`src/rtl/fifo_pkt_writer_pkg.sv`:
```
// Shared definitions for the router input-FIFO packet writer: FSM states,
// header field positions and the default fill byte.
package fifo_pkt_writer_pkg;

    typedef enum logic [2:0] {
        S_IDLE   = 3'd0,
        S_LOAD   = 3'd1,
        S_PAD    = 3'd2,
        S_COMMIT = 3'd3,
        S_DROP   = 3'd4
    } state_t;

    localparam int DEST_MSB = 7;
    localparam int DEST_LSB = 4;
    localparam int LEN_MSB  = 3;
    localparam int LEN_LSB  = 0;

    localparam logic [7:0] DEF_PAD_BYTE = 8'h00;

    function automatic int hdr_len(input logic [7:0] hdr);
        return int'(hdr[LEN_MSB:LEN_LSB]);
    endfunction

endpackage

```
`src/rtl/fifo_pkt_writer_xor.sv`:
```
// pkt_xor_check: running XOR over a packet, seeded by the header byte and
// compared against the final (checksum) byte. Used only with ROUTER_PKT_CHECKSUM_EN.
module pkt_xor_check #(
    parameter int UWIDTH = 8
) (
    input  logic              clk,
    input  logic              rst,
    input  logic              i_clear,
    input  logic              i_en,
    input  logic              i_last,
    input  logic [UWIDTH-1:0] i_hdr,
    input  logic [UWIDTH-1:0] i_data,
    output logic              o_bad
);

    logic [UWIDTH-1:0] r_acc;

    always_ff @(posedge clk or negedge rst) begin
        if (!rst)                  r_acc <= '0;
        else if (i_clear)          r_acc <= i_hdr;
        else if (i_en && !i_last)  r_acc <= r_acc ^ i_data;
    end

    assign o_bad = i_en & i_last & (r_acc != i_data);

endmodule

```
`src/rtl/fifo_pkt_writer.sv`:
```
// Packet writer in front of the router input FIFO: stores one packet per entry,
// pads it to WIDTH bytes and commits with winc. Option: ROUTER_PKT_CHECKSUM_EN.
module fifo_pkt_writer
    import fifo_pkt_writer_pkg::*;
#(
    parameter int                WIDTH     = 11,
    parameter int                UWIDTH    = 8,
    parameter int                PTR_IN_SZ = 4,
    parameter logic [UWIDTH-1:0] PAD_BYTE  = UWIDTH'(DEF_PAD_BYTE),
    parameter int                CNT_W     = 8
) (
    input  logic                 clk,
    input  logic                 rst,
    input  logic                 in_valid,
    input  logic                 in_sop,
    input  logic [UWIDTH-1:0]    in_data,
    output logic                 in_ready,
    input  logic                 wfull,
    output logic [UWIDTH-1:0]    wdata,
    output logic [PTR_IN_SZ-1:0] waddr_in,
    output logic                 wbyte_we,
    output logic                 winc,
    output logic [CNT_W-1:0]     pkt_cnt,
    output logic [CNT_W-1:0]     drop_cnt
);

    localparam logic [PTR_IN_SZ-1:0] LAST_IDX = PTR_IN_SZ'(WIDTH - 1);

    state_t                 r_state, w_nxt;
    logic [PTR_IN_SZ-1:0]   r_idx, w_idx_nxt;
    logic [PTR_IN_SZ-1:0]   r_len;
    logic                   r_live;
    logic [CNT_W-1:0]       r_pkt_cnt, r_drop_cnt;

    logic                   w_ready, w_acc, w_hdr_take, w_hdr_ok, w_len_bad, w_ck_bad;
    logic                   w_we, w_winc, w_pkt_inc;
    logic [1:0]             w_drop_inc;
    logic [UWIDTH-1:0]      w_wdata;
    logic [PTR_IN_SZ-1:0]   w_addr;
    logic [CNT_W:0]         w_drop_sum;
    int                     w_len;

    assign w_len     = hdr_len(in_data[7:0]);
    assign w_len_bad = (w_len > WIDTH - 1);
`ifdef ROUTER_PKT_CHECKSUM_EN
    assign w_hdr_ok  = !w_len_bad && (w_len != 0);
`else
    assign w_hdr_ok  = !w_len_bad;
`endif

    // r_live holds in_ready low until the first clock after reset release
    always_comb begin
        w_ready = 1'b0;
        case (r_state)
            S_IDLE:  w_ready = !wfull;
            S_LOAD:  w_ready = 1'b1;
            S_DROP:  w_ready = !(in_sop && wfull);
            default: w_ready = 1'b0;
        endcase
        w_ready = w_ready & r_live;
    end

    assign w_acc = in_valid & w_ready;

    always_comb begin
        w_nxt      = r_state;
        w_idx_nxt  = r_idx;
        w_we       = 1'b0;
        w_addr     = '0;
        w_wdata    = '0;
        w_winc     = 1'b0;
        w_pkt_inc  = 1'b0;
        w_drop_inc = 2'd0;
        w_hdr_take = 1'b0;
        case (r_state)
            S_IDLE: begin
                if (w_acc) begin
                    if (in_sop) w_hdr_take = 1'b1;
                    else        w_drop_inc = 2'd1;
                end
            end
            S_LOAD: begin
                if (w_acc && in_sop) begin
                    w_hdr_take = 1'b1;
                    w_drop_inc = 2'd1;
                end else if (w_acc) begin
                    w_we      = 1'b1;
                    w_addr    = r_idx;
                    w_wdata   = in_data;
                    w_idx_nxt = r_idx + PTR_IN_SZ'(1);
                    if (r_idx == r_len) begin
                        if (w_ck_bad) begin
                            w_nxt      = S_IDLE;
                            w_drop_inc = 2'd1;
                            w_idx_nxt  = '0;
                        end else if (r_len == LAST_IDX) begin
                            w_nxt     = S_COMMIT;
                            w_idx_nxt = '0;
                        end else begin
                            w_nxt = S_PAD;
                        end
                    end
                end
            end
            S_PAD: begin
                w_we    = 1'b1;
                w_addr  = r_idx;
                w_wdata = PAD_BYTE;
                if (r_idx == LAST_IDX) begin
                    w_nxt     = S_COMMIT;
                    w_idx_nxt = '0;
                end else begin
                    w_idx_nxt = r_idx + PTR_IN_SZ'(1);
                end
            end
            S_COMMIT: begin
                w_winc    = 1'b1;
                w_pkt_inc = 1'b1;
                w_nxt     = S_IDLE;
                w_idx_nxt = '0;
            end
            S_DROP: begin
                if (w_acc && in_sop) w_hdr_take = 1'b1;
            end
            default: w_nxt = S_IDLE;
        endcase

        // Header path shared by IDLE, an abandoning sop in LOAD, and a sop in DROP
        if (w_hdr_take) begin
            if (w_hdr_ok) begin
                w_we      = 1'b1;
                w_addr    = '0;
                w_wdata   = in_data;
                w_idx_nxt = PTR_IN_SZ'(1);
                if (w_len != 0)      w_nxt = S_LOAD;
                else if (WIDTH == 1) w_nxt = S_COMMIT;
                else                 w_nxt = S_PAD;
            end else begin
                w_drop_inc = w_drop_inc + 2'd1;
                w_nxt      = S_DROP;
                w_idx_nxt  = '0;
            end
        end
    end

`ifdef ROUTER_PKT_CHECKSUM_EN
    pkt_xor_check #(.UWIDTH(UWIDTH)) u_xor (
        .clk     (clk),
        .rst     (rst),
        .i_clear (w_hdr_take & w_hdr_ok),
        .i_en    (w_acc & ~in_sop & (r_state == S_LOAD)),
        .i_last  (r_idx == r_len),
        .i_hdr   (in_data),
        .i_data  (in_data),
        .o_bad   (w_ck_bad)
    );
`else
    assign w_ck_bad = 1'b0;
`endif

    assign w_drop_sum = {1'b0, r_drop_cnt} + {{(CNT_W-1){1'b0}}, w_drop_inc};

    always_ff @(posedge clk or negedge rst) begin
        if (!rst) begin
            r_state    <= S_IDLE;
            r_idx      <= '0;
            r_len      <= '0;
            r_live     <= 1'b0;
            r_pkt_cnt  <= '0;
            r_drop_cnt <= '0;
        end else begin
            r_state <= w_nxt;
            r_idx   <= w_idx_nxt;
            r_live  <= 1'b1;
            if (w_hdr_take && w_hdr_ok) r_len <= PTR_IN_SZ'(w_len);
            if (w_pkt_inc && (r_pkt_cnt != '1)) r_pkt_cnt <= r_pkt_cnt + CNT_W'(1);
            r_drop_cnt <= w_drop_sum[CNT_W] ? '1 : w_drop_sum[CNT_W-1:0];
        end
    end

    assign in_ready = w_ready;
    assign wbyte_we = w_we;
    assign waddr_in = w_addr;
    assign wdata    = w_wdata;
    assign winc     = w_winc;
    assign pkt_cnt  = r_pkt_cnt;
    assign drop_cnt = r_drop_cnt;

endmodule
```
`config.mk`:
```
export PLATFORM = sky130hd
export DESIGN_NAME = fifo_pkt_writer
export DESIGN_NICKNAME = d
export VERILOG_FILES = /design/src/rtl/fifo_pkt_writer_pkg.sv /design/src/rtl/fifo_pkt_writer_xor.sv /design/src/rtl/fifo_pkt_writer.sv
export SDC_FILE = /design/constraint.sdc
export NUM_CORES = 1
export LEC_CHECK = 0
export CAP_MARGIN = 20
export CELL_PAD_IN_SITES_DETAIL_PLACEMENT = 0
export CELL_PAD_IN_SITES_GLOBAL_PLACEMENT = 1
export CORE_ASPECT_RATIO = 1.2
export CORE_MARGIN = 5
export CORE_UTILIZATION = 43
export CTS_BUF_LIST = sky130_fd_sc_hd__clkbuf_16
export CTS_CLUSTER_SIZE = 28
export DETAILED_ROUTE_END_ITERATION = 6
export DONT_BUFFER_PORTS = 1
export PLACE_DENSITY_LB_ADDON = 0.2
export SLEW_MARGIN = 20
export SYNTH_ARGS = -nofsm -noshare
export SYNTH_HDL_FRONTEND = slang
export SYNTH_HIERARCHICAL = 1
export SYNTH_SLANG_ARGS = --single-unit
export TNS_END_PERCENT = 20
```
`constraint.sdc`:
```
create_clock -name clk -period 2.9 [get_ports clk]
set_clock_uncertainty 0.2 [all_clocks]
set_input_delay 0.725 -clock clk [delete_from_list [all_inputs] [get_ports clk]]
set_output_delay 0.725 -clock clk [all_outputs]
set_load 0.02 [all_outputs]
```
# After elaboration in Yosys (flattened, before gate mapping)
# Cells that the tools add are included.
# W data, S select, Z words.
[totals]
register_bits = 28
latchBits = 0
ramBits = 0
mem_bits_ro = 0
inputBits = 13
wordCells = 85
n_memories = 0
[op_classes]
add_sub_neg = 4
multipliers = 0
n_div = 0
n_lt_le_gt_ge = 1
eq_ne = 13
n_shift = 0
n_mux = 45
n_bitwise = 2
reduce_logical = 14
[ops]
columns = ["op", "count"]
rows = [
  ["$mux W8", 6],
  ["$mux W4", 10],
  ["$reduce_bool A32 Y1", 1],
  ["$mux W3", 6],
  ["$mux W1", 13],
  ["$ne A3 B3 Y1 const B", 4],
  ["$pmux W4 S3", 1],
  ["$add A8 B2 Y9", 1],
  ["$pmux W3 S3", 1],
  ["$add A8 B1 Y8 const B", 1],
  ["$eq A4 B4 Y1 const B", 2],
  ["$ne A8 B8 Y1 const B", 1],
  ["$pmux W4 S2", 1],
  ["$eq A3 B2 Y1 const B", 2],
  ["$mux W2", 3],
  ["$pmux W1 S2", 3],
  ["$reduce_and A5 Y1", 1],
  ["$add A4 B1 Y4 const B", 1],
  ["$eq A4 B4 Y1", 1],
  ["$gt A4 B4 Y1 const B", 1],
  ["$logic_and A1 B1 Y1", 4],
  ["$reduce_bool A4 Y1", 1],
  ["$reduce_or A2 Y1", 2],
  ["$eq A3 B1 Y1 const B", 1],
  ["other kinds (8)", 11],
]

# Logic depth before layout (Yosys ltp)
# Gate-level depths: netlist of the first run.
[depth]
depth_word = 13
depth_mapped = 13

# Worst setup path before layout of the first run
# No wires, ideal clock.
[synth_timing]
path_kind = "in2reg"
from = "input port in_sop"
to = "register r_drop_cnt[4] (netlist: drop_cnt[4])"
arrival_time_ns = 2.873
required_time_ns = 2.617
slack_ns = -0.256
stages = 12
n_path_buf = 0
path_cell_list = "and2b_1 -> o2111ai_4 -> nor4_1 -> ha_1 -> a21oi_1 -> nor2_1 -> ha_1 -> inv_1 -> fa_1 -> nor2_1 -> nand4_1 -> o21ai_0"
[synth_between]
elab_chain_cells = 13
word_cells_on_any_way = 19
[synth_rtl]
columns = ["item", "line", "text"]
rows = [
  ["start, declared", "fifo_pkt_writer.sv:15", "input logic in_sop,"],
  ["$logic_and A1 B1 Y1", "fifo_pkt_writer.sv:57", "S_DROP: w_ready = !(in_sop && wfull);"],
  ["$logic_not A1 Y1", "fifo_pkt_writer.sv:57", ""],
  ["$pmux W1 S3", "fifo_pkt_writer.sv:54", "case (r_state)"],
  ["$and A1 B1 Y1", "fifo_pkt_writer.sv:60", "w_ready = w_ready & r_live;"],
  ["$and A1 B1 Y1", "fifo_pkt_writer.sv:63", "assign w_acc = in_valid & w_ready;"],
  ["$logic_and A1 B1 Y1", "fifo_pkt_writer.sv:83, fifo_pkt_writer.sv:123", ""],
  ["$mux W1", "fifo_pkt_writer.sv:83", "if (w_acc && in_sop) begin"],
  ["$pmux W1 S2", "fifo_pkt_writer.sv:75", "case (r_state)"],
  ["$add A2 B1 Y2", "fifo_pkt_writer.sv:139", "w_drop_inc = w_drop_inc + 2'd1;"],
  ["$mux W2", "fifo_pkt_writer.sv:130", "if (w_hdr_ok) begin"],
  ["$mux W2 *", "fifo_pkt_writer.sv:129", "if (w_hdr_take) begin"],
  ["$add A8 B2 Y9 *", "fifo_pkt_writer.sv:161", "assign w_drop_sum = {1'b0, r_drop_cnt} + {{(CNT_W-1){1'b0}}, w_drop_inc};"],
  ["$mux W8 *", "fifo_pkt_writer.sv:177", "r_drop_cnt <= w_drop_sum[CNT_W] ? '1 : w_drop_sum[CNT_W-1:0];"],
  ["end signal, assigned", "fifo_pkt_writer.sv:177", ""],
  ["end, declared", "fifo_pkt_writer.sv:33", "logic [CNT_W-1:0] r_pkt_cnt, r_drop_cnt;"],
]
# Mark *: on every way between the ends. The rest lies on a longest branch, timed or not.
# A chain may end at the register's enable or synchronous reset.

# Final worst setup path of the first run
[layout_timing]
from = "input port in_sop"
to = "output port waddr_in[2]"
[layout_between]
elab_chain_cells = 10
word_cells_on_any_way = 15
[layout_rtl]
columns = ["item", "line", "text"]
rows = [
  ["$logic_and A1 B1 Y1", "fifo_pkt_writer.sv:57", ""],
  ["$logic_not A1 Y1", "fifo_pkt_writer.sv:57", ""],
  ["$pmux W1 S3", "fifo_pkt_writer.sv:54", ""],
  ["$and A1 B1 Y1", "fifo_pkt_writer.sv:60", ""],
  ["$and A1 B1 Y1", "fifo_pkt_writer.sv:63", ""],
  ["$mux W4 / $logic_and A1 B1 Y1 (equally long branches)", "fifo_pkt_writer.sv:86, fifo_pkt_writer.sv:83, fifo_pkt_writer.sv:123", ""],
  ["$mux W4", "fifo_pkt_writer.sv:83", ""],
  ["$pmux W4 S2", "fifo_pkt_writer.sv:75", ""],
  ["$mux W4", "fifo_pkt_writer.sv:130", ""],
  ["$mux W4 *", "fifo_pkt_writer.sv:129", ""],
  ["end, declared", "fifo_pkt_writer.sv:20", "output logic [PTR_IN_SZ-1:0] waddr_in,"],
]
# Marks and branches as above.

==> results of run 1 <==
==> state kept, by name (all words and copies together), names as in the netlist <==
register,count
pkt_cnt,8
r_idx,4
r_live,1
r_state,3
r_len,4
drop_cnt,8
==> worst max-delay path by stage <==
| stage | cells past startpoint | slack [ns] | endpoint |
|---|---|---|---|
| after detailed placement | 12 | -0.24 | drop_cnt[4]$_DFF_PN0_ |
| after global placement | 12 | -0.13 | drop_cnt[4]$_DFF_PN0_ |
| after floorplan | 11 | -0.11 | drop_cnt[7]$_DFF_PN0_ |
| final | 6 | 0.01 | waddr_in[2] |
| after global routing | 6 | -0.09 | waddr_in[2] |
| after CTS | 6 | 0.002 | waddr_in[3] |
==> layer usage <==
| metal | wire length [um] | up-vias |
|---|---|---|
| met2 | 2156 | 62 |
| met1 | 1722 | 689 |
| met3 | 354 | 7 |
| met5 | 0 | - |
| met4 | 62 | 0 |
| li1 | - | 692 |
==> per-stage QoR <==
stage / TNS [ns] / instances / worst slack [ns] / utilization / area (sq um)
floorplan: -0.5899 / 180 / -0.1119 / - / 1785
global placement: -0.7455 / 243 / -0.1272 / 0.4860 / 1931
detailed placement: -1.541 / 243 / -0.2354 / 0.4860 / 1931
CTS: 0 / 248 / 0.002059 / 0.5109 / 2029
global route: -0.3362 / 251 / -0.08771 / 0.5216 / 2072
finish: 0 / 251 / 0.01374 / 0.5216 / 2072
==> power by group <==
group / switching, mW / total, mW / internal (mW)
clock: 0.130 / 0.314 / 0.185
combinational: 0.353 / 0.645 / 0.292
sequential: 0.172 / 0.666 / 0.494
==> cells by family (layout without fill, tap and decap cells) <==
family          Yosys count  in the layout
other cells               1              1
simple gates             69             69
flops                    28             28
fa+ha+maj                 7              7
compound gates           39             39
xor+xnor                 15             15
mux                       5              5
buf+inv                  16             33
==> repair_timing <==
item,in CTS,in global routing
setup endpoints to repair,0,19
setup buffers,0,3
resized for setup,0,9
hold buffers,1,0
endpoints found under the hold margin,28,0
==> layout by cell type (no fill, tap or decap), types with 5 or more instances in the layout <==
master,instances
nand4_1,5
nand2_1,13
a21oi_1,5
dfrtp_1,27
nor2_1,5
xnor2_1,11
and2_1,8
mux2_2,5
a31oi_1,5
ha_1,5
buf_4,16
inv_1,10
nand3_1,7
==> layout make-up <==
type,instances,area [sq um],share of cell area
Clock buffer,3,75.07,0.03623
Inverter,11,41.29,0.01993
Tap cell,54,67.56,0.03261
Timing Repair Buffer,18,151.4,0.07307
Multi-Input combinational cell,136,1031,0.4976
Clock inverter,1,3.754,0.001812
Sequential cell,28,701.9,0.3388
==> implementation parameters, run 1 <==
Parameter                              Value

Outcome
  Run status ... complete, no violations

Critical path
  Sequence of cells on the critical path ... and2b_2 > o2111ai_4 > buf_6 > o31a_1 > nor3b_2 > buf_4
  Family of cells with the greatest summed delay on the critical path ... compound AO/OA/AOI/OAI gates
  End of the worst register-to-register path ... drop_cnt[4]$_DFF_PN0_
  Kind of critical path ... input port to output port
  FF-to-FF Start ... r_state[2]$_DFFE_PN0P_
  Length in cells of the worst reg-to-reg path ... 12
  Beginning of the critical path ... in_sop
  Crit-path max FO ... 14
  Slack of the worst reg-to-reg path ... 0.09 ns
  Data arrival at the endpoint of the critical path ... 1.96 ns
  Element type at the critical path start ... input port
  Endpoint type of the worst setup path ... output port
  Worst EP required ... 1.98 ns
  Buf/Inv on CP ... 2
  Delay of the slowest critical-path stage ... 0.37 ns
  CP max stage cell ... o31a_1

Logic synthesis
  Number of distinct standard cells referenced by the synthesized netlist ... 51
  Most frequently used cell type in the post-synthesis netlist ... dfrtp_1
  Mapped Area ... 1775 sq um
  Yosys Warn Count ... 6
  Register bit total from synthesis ... 28
  Simple-Gate Fraction of Synth Area ... 0.2326
  Top cells by area in the synthesized netlist ... dfrtp_1 39%, xnor2_1 5.4%, ha_1 4.2%, mux2_2 3.2%, and2_1 2.8%
  Share of the synthesized area in compound gates (AO/OA/AOI/OAI) ... 0.1727
  Number of flops mapped to enable cells by yosys ... 0
  Post-Syn Instances ... 180
  Multiplexer fraction of the synthesized cell area ... 0.03171
  Sequential area share after synthesis ... 0.3946
  FFs w/ async S/R, synth ... 1.000
  Post-synthesis xor/xnor area fraction ... 0.07400
  Adder-cell share of the synthesized area ... 0.05356
  Primary FF master, synth ... dfrtp_1
  Post-synthesis net count ... 200
  Ranking of synthesized cells by instance count ... 28 x dfrtp_1, 13 x nand2_1, 11 x inv_1, 11 x xnor2_1, 8 x and2_1
  Avg Synthesized Cell Area ... 9.864 sq um
  Biggest area consumer among synthesized cells ... dfrtp_1
  Post-synth top area share ... 0.3946
  Combinational family with the most area after synthesis ... simple AND/OR/NAND/NOR gates

Global routing
  Global router's overall resource usage ... 0.1703
  Initial antenna violation count ... 0
  Met1 Resource Use GR ... 0.2007
  Maximum number of pins on one net before global-route repair ... 29
  GRT busiest layer ... met2
  Vias in the first global route ... 1543
  Met3 Use GR ... 0.05874
  M2 GR Usage ... 0.2751
  Global-route wire length before repair ... 7.238 mm
  Final global-route overflow total ... 0

Pwr
  Power per standard cell area ... 784.7 nW/um^2
  IR drop worst, VDD ... 0.0004107 V
  Power after layout ... 1.626 mW
  Static power due to leakage ... 0.9183 nW

Placed design
  Port Buf Inserts ... 0
  Post-detail-place hpwl ... 3.302 mm
  RD Place Congestion ... 0.8920

Floorplanning
  Area enclosed by the die boundary ... 5520 sq um
  I/O pins ... 44
  Floorplan die height ... 80.39 um
  DIE WIDTH ... 68.66 um
  Core box area ... 3973 sq um
  Starting density of the core ... 0.4469
  Cell Rows ... 25

STA
  Period Utilization, post-route ... 0.9953
  Setup repair after global routing missed its margin ... true
  Slew HR ... 0.5823
  Final number of max-transition violations ... 0
  Number of hold violations in the final report ... 0
  Final period demand of the worst path ... 2.886 ns
  Maximum frequency from static timing analysis ... 346.5 MHz
  Count of final setup violators ... 0
  Worst slack on hold paths ... 0.07556 ns
  Slew at the pin with the worst max-slew slack ... 0.6213 ns

Routing
  Wire length reported by the detailed router ... 4.296 mm
  Final ANT Viol Nets ... 0
  Drt first-iter violations ... 117
  Routed WL per cell ... 17.12 um
  Via count of the routed design ... 1450
  Drt pass-1 iters ... 4
  Mean number of vias per cell ... 5.777
  Post-route DRC ... 0

Job
  Reported max-cap violation count ... 0

Clock network
  Clock buffer count from CTS ... 3
  Clock tree from TritonCTS ... built
  Clock-pin slew on the worst setup and hold paths ... 0.07 ns
  Max clock buf depth ... 2
  Num Clock Sinks ... 28
  Library cell used as clock root buffer ... clkbuf_16
  Skew-Pair Late Insertion Delay ... 0.26 ns
  Total number of H-tree levels ... 1

Final layout
  Area growth from synthesis to final layout ... 16.70%
  Diodes inserted ... 0
  Ratio of cells with drive above 1 in the final layout ... 0.2234
  Fill count ... 387
  Net count reported at finish ... 218

Hold path
  Tightest Hold Check Type ... input port to async pin
Note: power is estimated with default switching activity, not from simulation.
==> inputs of run 2 (changes only) <==
==> constraint.sdc (replaced) <==
create_clock -name clk -period 2.9 [get_ports clk]
set_clock_uncertainty 0.2 [all_clocks]
set_input_delay 0.435 -clock clk [delete_from_list [all_inputs] [get_ports clk]]
set_output_delay 0.435 -clock clk [all_outputs]
set_load 0.02 [all_outputs]
==> implementation parameters, run 2 (synthesis gave the netlist of run 1 again) <==
Parameter                              Value

Outcome
  Run status ... complete, no violations

Placed design
  RD Place Congestion ... 0.8915 (about the same)
  Port Buf Inserts ... 0 (unchanged)
  Post-detail-place hpwl ... 3.122 mm (-5.5%)
  Total placed cells including tap cells ... 234 (-3.7%)
  Post-placement worst setup slack ... -0.1174 ns (+0.1181 ns)

Hold path
  Tightest Hold Check Type ... input port to flop

Final layout
  Final cell count without fillers ... 242 (-3.6%)
  Total area of sequential cells ... 700.7 sq um (-0.18%)
  Ratio of cells with drive above 1 in the final layout ... 0.1755 (-0.04782)
  Leading cell type in the layout, fill and taps excluded ... dfrtp_1
  Net count reported at finish ... 209 (-4.1%)
  Area growth from synthesis to final layout ... 14.02%
  Commonest cells after routing, fill and taps aside ... 28 x dfrtp_1, 13 x nand2_1, 11 x xnor2_1, 10 x inv_1, 8 x and2_1
  Fill count ... 376 (-2.8%)
  Area of combinational cells with multiple inputs ... 1027 sq um (-0.36%)
  Diodes inserted ... 0 (unchanged)

Routing
  Wire length reported by the detailed router ... 4.066 mm (-5.4%)
  Drt first-iter violations ... 124 (+6.0%)
  Routed WL per cell ... 16.80 um (-1.8%)
  Mean number of vias per cell ... 5.880 (+1.8%)
  Final ANT Viol Nets ... 0 (unchanged)
  Post-route DRC ... 0 (unchanged)
  Via count of the routed design ... 1423 (-1.9%)
  Drt pass-1 iters ... 4 (unchanged)

Pwr
  Part of the power in registers ... 0.395 (-0.015)
  IR drop worst, VDD ... 0.0004045 V (-1.5%)
  Combinational group share of total power ... 0.366 (-0.031)
  Net switching component of the power ... 0.6428 mW (-1.8%)
  Clock network fraction of total power ... 0.239 (+0.046)
  Fraction of power spent switching nets ... 0.3831 (-0.01970)
  Static power due to leakage ... 0.8815 nW (-4.0%)
  Int Pwr ... 1.035 mW (+6.6%)
  Power per standard cell area ... 828.8 nW/um^2 (+5.6%)

Clock network
  Clock-pin slew on the worst setup and hold paths ... 0.07 ns (about the same)
  Total number of H-tree levels ... 1 (unchanged)
  Clock tree from TritonCTS ... built
  Skew-Pair Late Insertion Delay ... 0.26 ns (about the same)
  Library cell used as clock root buffer ... clkbuf_16
  Num Clock Sinks ... 28 (unchanged)
  Max clock buf depth ... 2 (unchanged)
  Clock buffer count from CTS ... 3 (unchanged)

Global routing
  Global-route wire length before repair ... 6.782 mm (-6.3%)
  Met3 Use GR ... 0.06154 (+0.002797)
  GRT busiest layer ... met2
  Vias in the first global route ... 1362 (-12%)
  Final global-route overflow total ... 0 (unchanged)
  Met1 Resource Use GR ... 0.2065 (+0.005801)
  M2 GR Usage ... 0.2407 (-0.03438)
  Maximum number of pins on one net before global-route repair ... 29 (unchanged)
  Initial antenna violation count ... 0 (unchanged)
  Global router's overall resource usage ... 0.1607 (-0.009593)

STA
  Slew HR ... 0.5993 (+0.01706)
  Final WS setup ... 0.1127 ns (+0.09896 ns)
  Setup repair after global routing missed its margin ... true
  Count of final setup violators ... 0 (unchanged)
  Slew at the pin with the worst max-slew slack ... 0.5959 ns (-0.02536 ns)
  Final period demand of the worst path ... 2.787 ns (-0.09896 ns)
  Period Utilization, post-route ... 0.9611 (-0.03412)
  Worst slack on hold paths ... 0.1163 ns (+0.04077 ns)
  Maximum frequency from static timing analysis ... 358.8 MHz (+3.6%)
  Number of hold violations in the final report ... 0 (unchanged)
  Final number of max-transition violations ... 0 (unchanged)

Floorplanning
  Core box area ... 3973 sq um (unchanged)
  Floorplan die height ... 80.39 um (unchanged)
  I/O pins ... 44 (unchanged)
  Cell Rows ... 25 (unchanged)
  DIE WIDTH ... 68.66 um (unchanged)
  Starting density of the core ... 0.4469 (unchanged)
  Area enclosed by the die boundary ... 5520 sq um (unchanged)

Critical path
  Endpoint type of the worst setup path ... flop
  Kind of critical path ... flop to flop
  Data arrival at the endpoint of the critical path ... 2.77 ns (+0.81 ns)
  Worst EP required ... 2.88 ns (+0.90 ns)
  Crit-path max FO ... 6 (-8)
  Element type at the critical path start ... flop

Job
  Reported max-cap violation count ... 0 (unchanged)
-- run 2: cell type report --
| type | instances | area share |
|---|---|---|
| inverter | 11 | 0.02040 |
| tap | 54 | 0.03337 |
| clock buffer | 3 | 0.03708 |
| clock inverter | 1 | 0.01483 |
| multi-input combinational | 136 | 0.5074 |
| timing repair buffer | 9 | 0.04079 |
| sequential | 28 | 0.3461 |
-- run 2: worst max-delay path, stage by stage (launching register included) --
cell       delay (ns)
dfrtp_1          0.42
and2b_2          0.24
o2111ai_4        0.22
nor4_2           0.07
ha_1             0.27
a21oi_1          0.06
nor2_1           0.13
ha_2             0.20
inv_2            0.04
fa_2             0.36
nor2_4           0.12
nand4_1          0.24
o21ai_0          0.15
-- run 2: per-layer routing --
| layer | vias up | part of all wire |
|---|---|---|
| met4 | 0 | 0.014 |
| met5 | - | 0 |
| met1 | 695 | 0.41 |
| li1 | 671 | - |
| met3 | 6 | 0.093 |
| met2 | 51 | 0.48 |
-- run 2: timing repair --
action,4_1_cts,5_1_grt
pin swaps,0,2
setup endpoints to repair,3,8
gates resized for setup,1,7
buffers inserted,0,2
hold buffers,2,0
cloned,0,0
hold endpoints to repair,28,0
-- run 2: power by group through the flow --
stage	Clock (mW)	Sequential (mW)	Combinational [mW]
finish	0.400	0.663	0.614
global route	0.433	0.681	0.687
floorplan	0	0.637	0.484
global placement	0	0.667	0.576
detailed placement	0	0.672	0.582
CTS	0.415	0.665	0.598
-- run 2: worst paths after layout --
kind	startpoint	to	slack [ns]	cells after the start
max	r_state[2]$_DFFE_PN0P_	drop_cnt[4]$_DFF_PN0_	0.11	12
min	in_data[3]	r_len[3]$_DFFE_PN0P_	0.12	2
max reg2reg	r_state[2]$_DFFE_PN0P_	drop_cnt[4]$_DFF_PN0_	0.11	12
min reg2reg	r_len[0]$_DFFE_PN0P_	r_len[0]$_DFFE_PN0P_	0.36	1
max in group asynchronous	rst	r_idx[2]$_DFFE_PN0P_	1.94	2
min in group asynchronous	rst	drop_cnt[3]$_DFF_PN0_	0.40	2
-- run 2: metrics by stage --
| step | cell area [sq um] | power [mW] | TNS (ns) | utilization |
|---|---|---|---|---|
| floorplan | 1775 | 1.121 | 0 | - |
| global placement | 1853 | 1.243 | 0 | 0.4665 |
| detailed placement | 1853 | 1.254 | -0.4768 | 0.4665 |
| CTS | 1991 | 1.678 | 0 | 0.5011 |
| global route | 2024 | 1.802 | -0.1350 | 0.5096 |
| finish | 2024 | 1.678 | 0 | 0.5096 |
==> inputs of run 3 (changes only) <==
- CELL_PAD_IN_SITES_GLOBAL_PLACEMENT: 1 -> 2
- CORE_UTILIZATION: 43 -> 34
==> implementation parameters, run 3 (synthesis gave the netlist of run 1 again) <==
Parameter                              Value

Outcome
  Run status ... complete, no violations

Critical path
  Beginning of the critical path ... r_state[2]$_DFFE_PN0P_
  Data arrival at the endpoint of the critical path ... 2.70 ns (-0.07 ns)
  Element type at the critical path start ... flop
  Endpoint type of the worst setup path ... flop
  Sequence of cells on the critical path ... and2b_1 > o2111ai_4 > nor4_2 > ha_1 > a21oi_1 > nor2_1 > ha_1 > inv_1 > fa_2 > nor2_4 > nand4_1 > nand2b_1
  Delay of the slowest critical-path stage ... 0.43 ns (about the same)
  Buf/Inv on CP ... 1 (unchanged)
  Worst EP required ... 2.90 ns (+0.02 ns)
  Top cell by count, worst path ... ha_1
  Crit-path max FO ... 6 (unchanged)
  Kind of critical path ... flop to flop
  FF-to-FF Start ... r_state[2]$_DFFE_PN0P_
  CP max stage cell ... dfrtp_1
  Family of cells with the greatest summed delay on the critical path ... simple AND/OR/NAND/NOR gates

Hold path
  Tightest Hold Check Type ... input port to flop
  Beginning of the worst hold path ... in_data[3]

Clock network
  Num Clock Sinks ... 28 (unchanged)
  Total number of H-tree levels ... 1 (unchanged)
  Clock buffer count from CTS ... 3 (unchanged)
  Clock-pin slew on the worst setup and hold paths ... 0.07 ns (about the same)
  Clock tree from TritonCTS ... built
  Library cell used as clock root buffer ... clkbuf_16
  Skew-Pair Late Insertion Delay ... 0.26 ns (about the same)
  Max clock buf depth ... 2 (unchanged)

Routing
  Post-route DRC ... 0 (unchanged)
  Via count of the routed design ... 1412 (-0.77%)
  Mean number of vias per cell ... 5.648 (-3.9%)
  Drt first-iter violations ... 62 (-50%)
  Wire length reported by the detailed router ... 4.287 mm (+5.4%)
  Drt pass-1 iters ... 4 (unchanged)
  Routed WL per cell ... 17.15 um (+2.1%)
  Final ANT Viol Nets ... 0 (unchanged)

Floorplanning
  Core box area ... 5010 sq um (+26%)
  Floorplan die height ... 89.16 um (+11%)
  DIE WIDTH ... 75.97 um (+11%)
  I/O pins ... 44 (unchanged)
  Area enclosed by the die boundary ... 6773 sq um (+23%)
  Cell Rows ... 28 (+12%)
  Starting density of the core ... 0.3544 (-0.09253)

Pwr
  Static power due to leakage ... 0.8951 nW (+1.5%)
  IR drop worst, VDD ... 0.0003065 V (-24%)
  Power after layout ... 1.697 mW (+1.1%)
  Power per standard cell area ... 830.4 nW/um^2 (+0.19%)

STA
  Slew at the pin with the worst max-slew slack ... 0.5552 ns (-0.04075 ns)
  Final period demand of the worst path ... 2.698 ns (-0.08938 ns)
  Slew HR ... 0.6267 (+0.02740)
  Setup repair after global routing missed its margin ... true
  Worst slack on hold paths ... 0.1044 ns (-0.01198 ns)
  Period Utilization, post-route ... 0.9303 (-0.03082)
  Final number of max-transition violations ... 0 (unchanged)
  Maximum frequency from static timing analysis ... 370.7 MHz (+3.3%)
  Number of hold violations in the final report ... 0 (unchanged)
  Count of final setup violators ... 0 (unchanged)

Placed design
  RD Place Congestion ... 0.8878 (-0.42%)
  Post-detail-place hpwl ... 3.298 mm (+5.6%)
  Port Buf Inserts ... 0 (unchanged)
  Instance area after placement ... 1876 sq um (+1.2%)

Global routing
  Initial antenna violation count ... 0 (unchanged)
  Global router's overall resource usage ... 0.1292 (-0.03154)
  Vias in the first global route ... 1393 (+2.3%)
  Global-route wire length before repair ... 7.017 mm (+3.5%)
  Final global-route overflow total ... 0 (unchanged)
  Maximum number of pins on one net before global-route repair ... 29 (unchanged)

Final layout
  Final non-filler cell area ... 2043 sq um (+0.93%)
  Net count reported at finish ... 211 (+0.96%)
  Diodes inserted ... 0 (unchanged)
  Ratio of cells with drive above 1 in the final layout ... 0.1684 (-0.007111)
  Leading cell type in the layout, fill and taps excluded ... dfrtp_1
  Area growth from synthesis to final layout ... 15.08%
  Fill count ... 494 (+31%)
  Commonest cells after routing, fill and taps aside ... 28 x dfrtp_1, 13 x nand2_1, 11 x inv_1, 11 x xnor2_1, 9 x buf_4

Job
  Reported max-cap violation count ... 0 (unchanged)
-- run 3: worst paths after layout --
kind | to | slack [ns] | cells past startpoint
max | drop_cnt[0]$_DFF_PN0_ | 0.20 | 12
min | r_len[3]$_DFFE_PN0P_ | 0.10 | 2
max reg2reg | drop_cnt[0]$_DFF_PN0_ | 0.20 | 12
min reg2reg | r_len[0]$_DFFE_PN0P_ | 0.37 | 1
max in group asynchronous | drop_cnt[6]$_DFF_PN0_ | 1.92 | 2
min in group asynchronous | r_len[3]$_DFFE_PN0P_ | 0.41 | 2
-- run 3: cell type report --
cell class / count / area, sq um / area share
clock buffer: 3 / 75.07 / 0.03674
clock inverter: 1 / 30.03 / 0.01470
inverter: 11 / 41.29 / 0.02021
multi-input combinational: 136 / 1023 / 0.5009
sequential: 28 / 700.7 / 0.3429
tap: 60 / 75.07 / 0.03674
timing repair buffer: 11 / 97.59 / 0.04776
-- run 3: power breakdown --
group / leakage (nW) / switching, mW / total (mW) / internal [mW]
clock network: 0.0511 / 0.136 / 0.411 / 0.275
logic: 0.477 / 0.352 / 0.621 / 0.268
registers: 0.367 / 0.172 / 0.665 / 0.493
-- run 3: stage by stage --
step / util / TNS, ns / setup WS (ns) / instances
2_1_floorplan: - / 0 / 0.01414 / 180
3_3_place_gp: 0.3744 / 0 / 0.04439 / 242
3_5_place_dp: 0.3744 / -0.1522 / -0.05273 / 242
4_1_cts: 0.4031 / 0 / 0.03190 / 248
5_1_grt: 0.4078 / -0.1425 / -0.06762 / 250
6_report: 0.4078 / 0 / 0.2021 / 250
-- run 3: per-layer routing --
layer	up-vias	global-route usage	share of wire
met1	675	0.1479	0.42
met5	-	0	0
li1	677	-	-
met4	0	0.05663	0.026
met2	48	0.2118	0.47
met3	12	0.05544	0.082
-- run 3: worst register-to-register path, cell delays in order (launching register included) --
cell,delay (ns)
dfrtp_1,0.43
and2b_1,0.21
o2111ai_4,0.22
nor4_2,0.06
ha_1,0.27
a21oi_1,0.06
nor2_1,0.10
ha_1,0.17
inv_1,0.06
fa_2,0.36
nor2_4,0.12
nand4_1,0.23
nand2b_1,0.15
-- run 3: timing repair --
| item | 4_1_cts | 5_1_grt |
|---|---|---|
| hold endpoints to repair | 28 | 0 |
| buffers inserted | 0 | 2 |
| hold buffers | 2 | 0 |
| resized for setup | 2 | 4 |
| setup endpoints to repair | 6 | 8 |
| pin swaps | 0 | 2 |
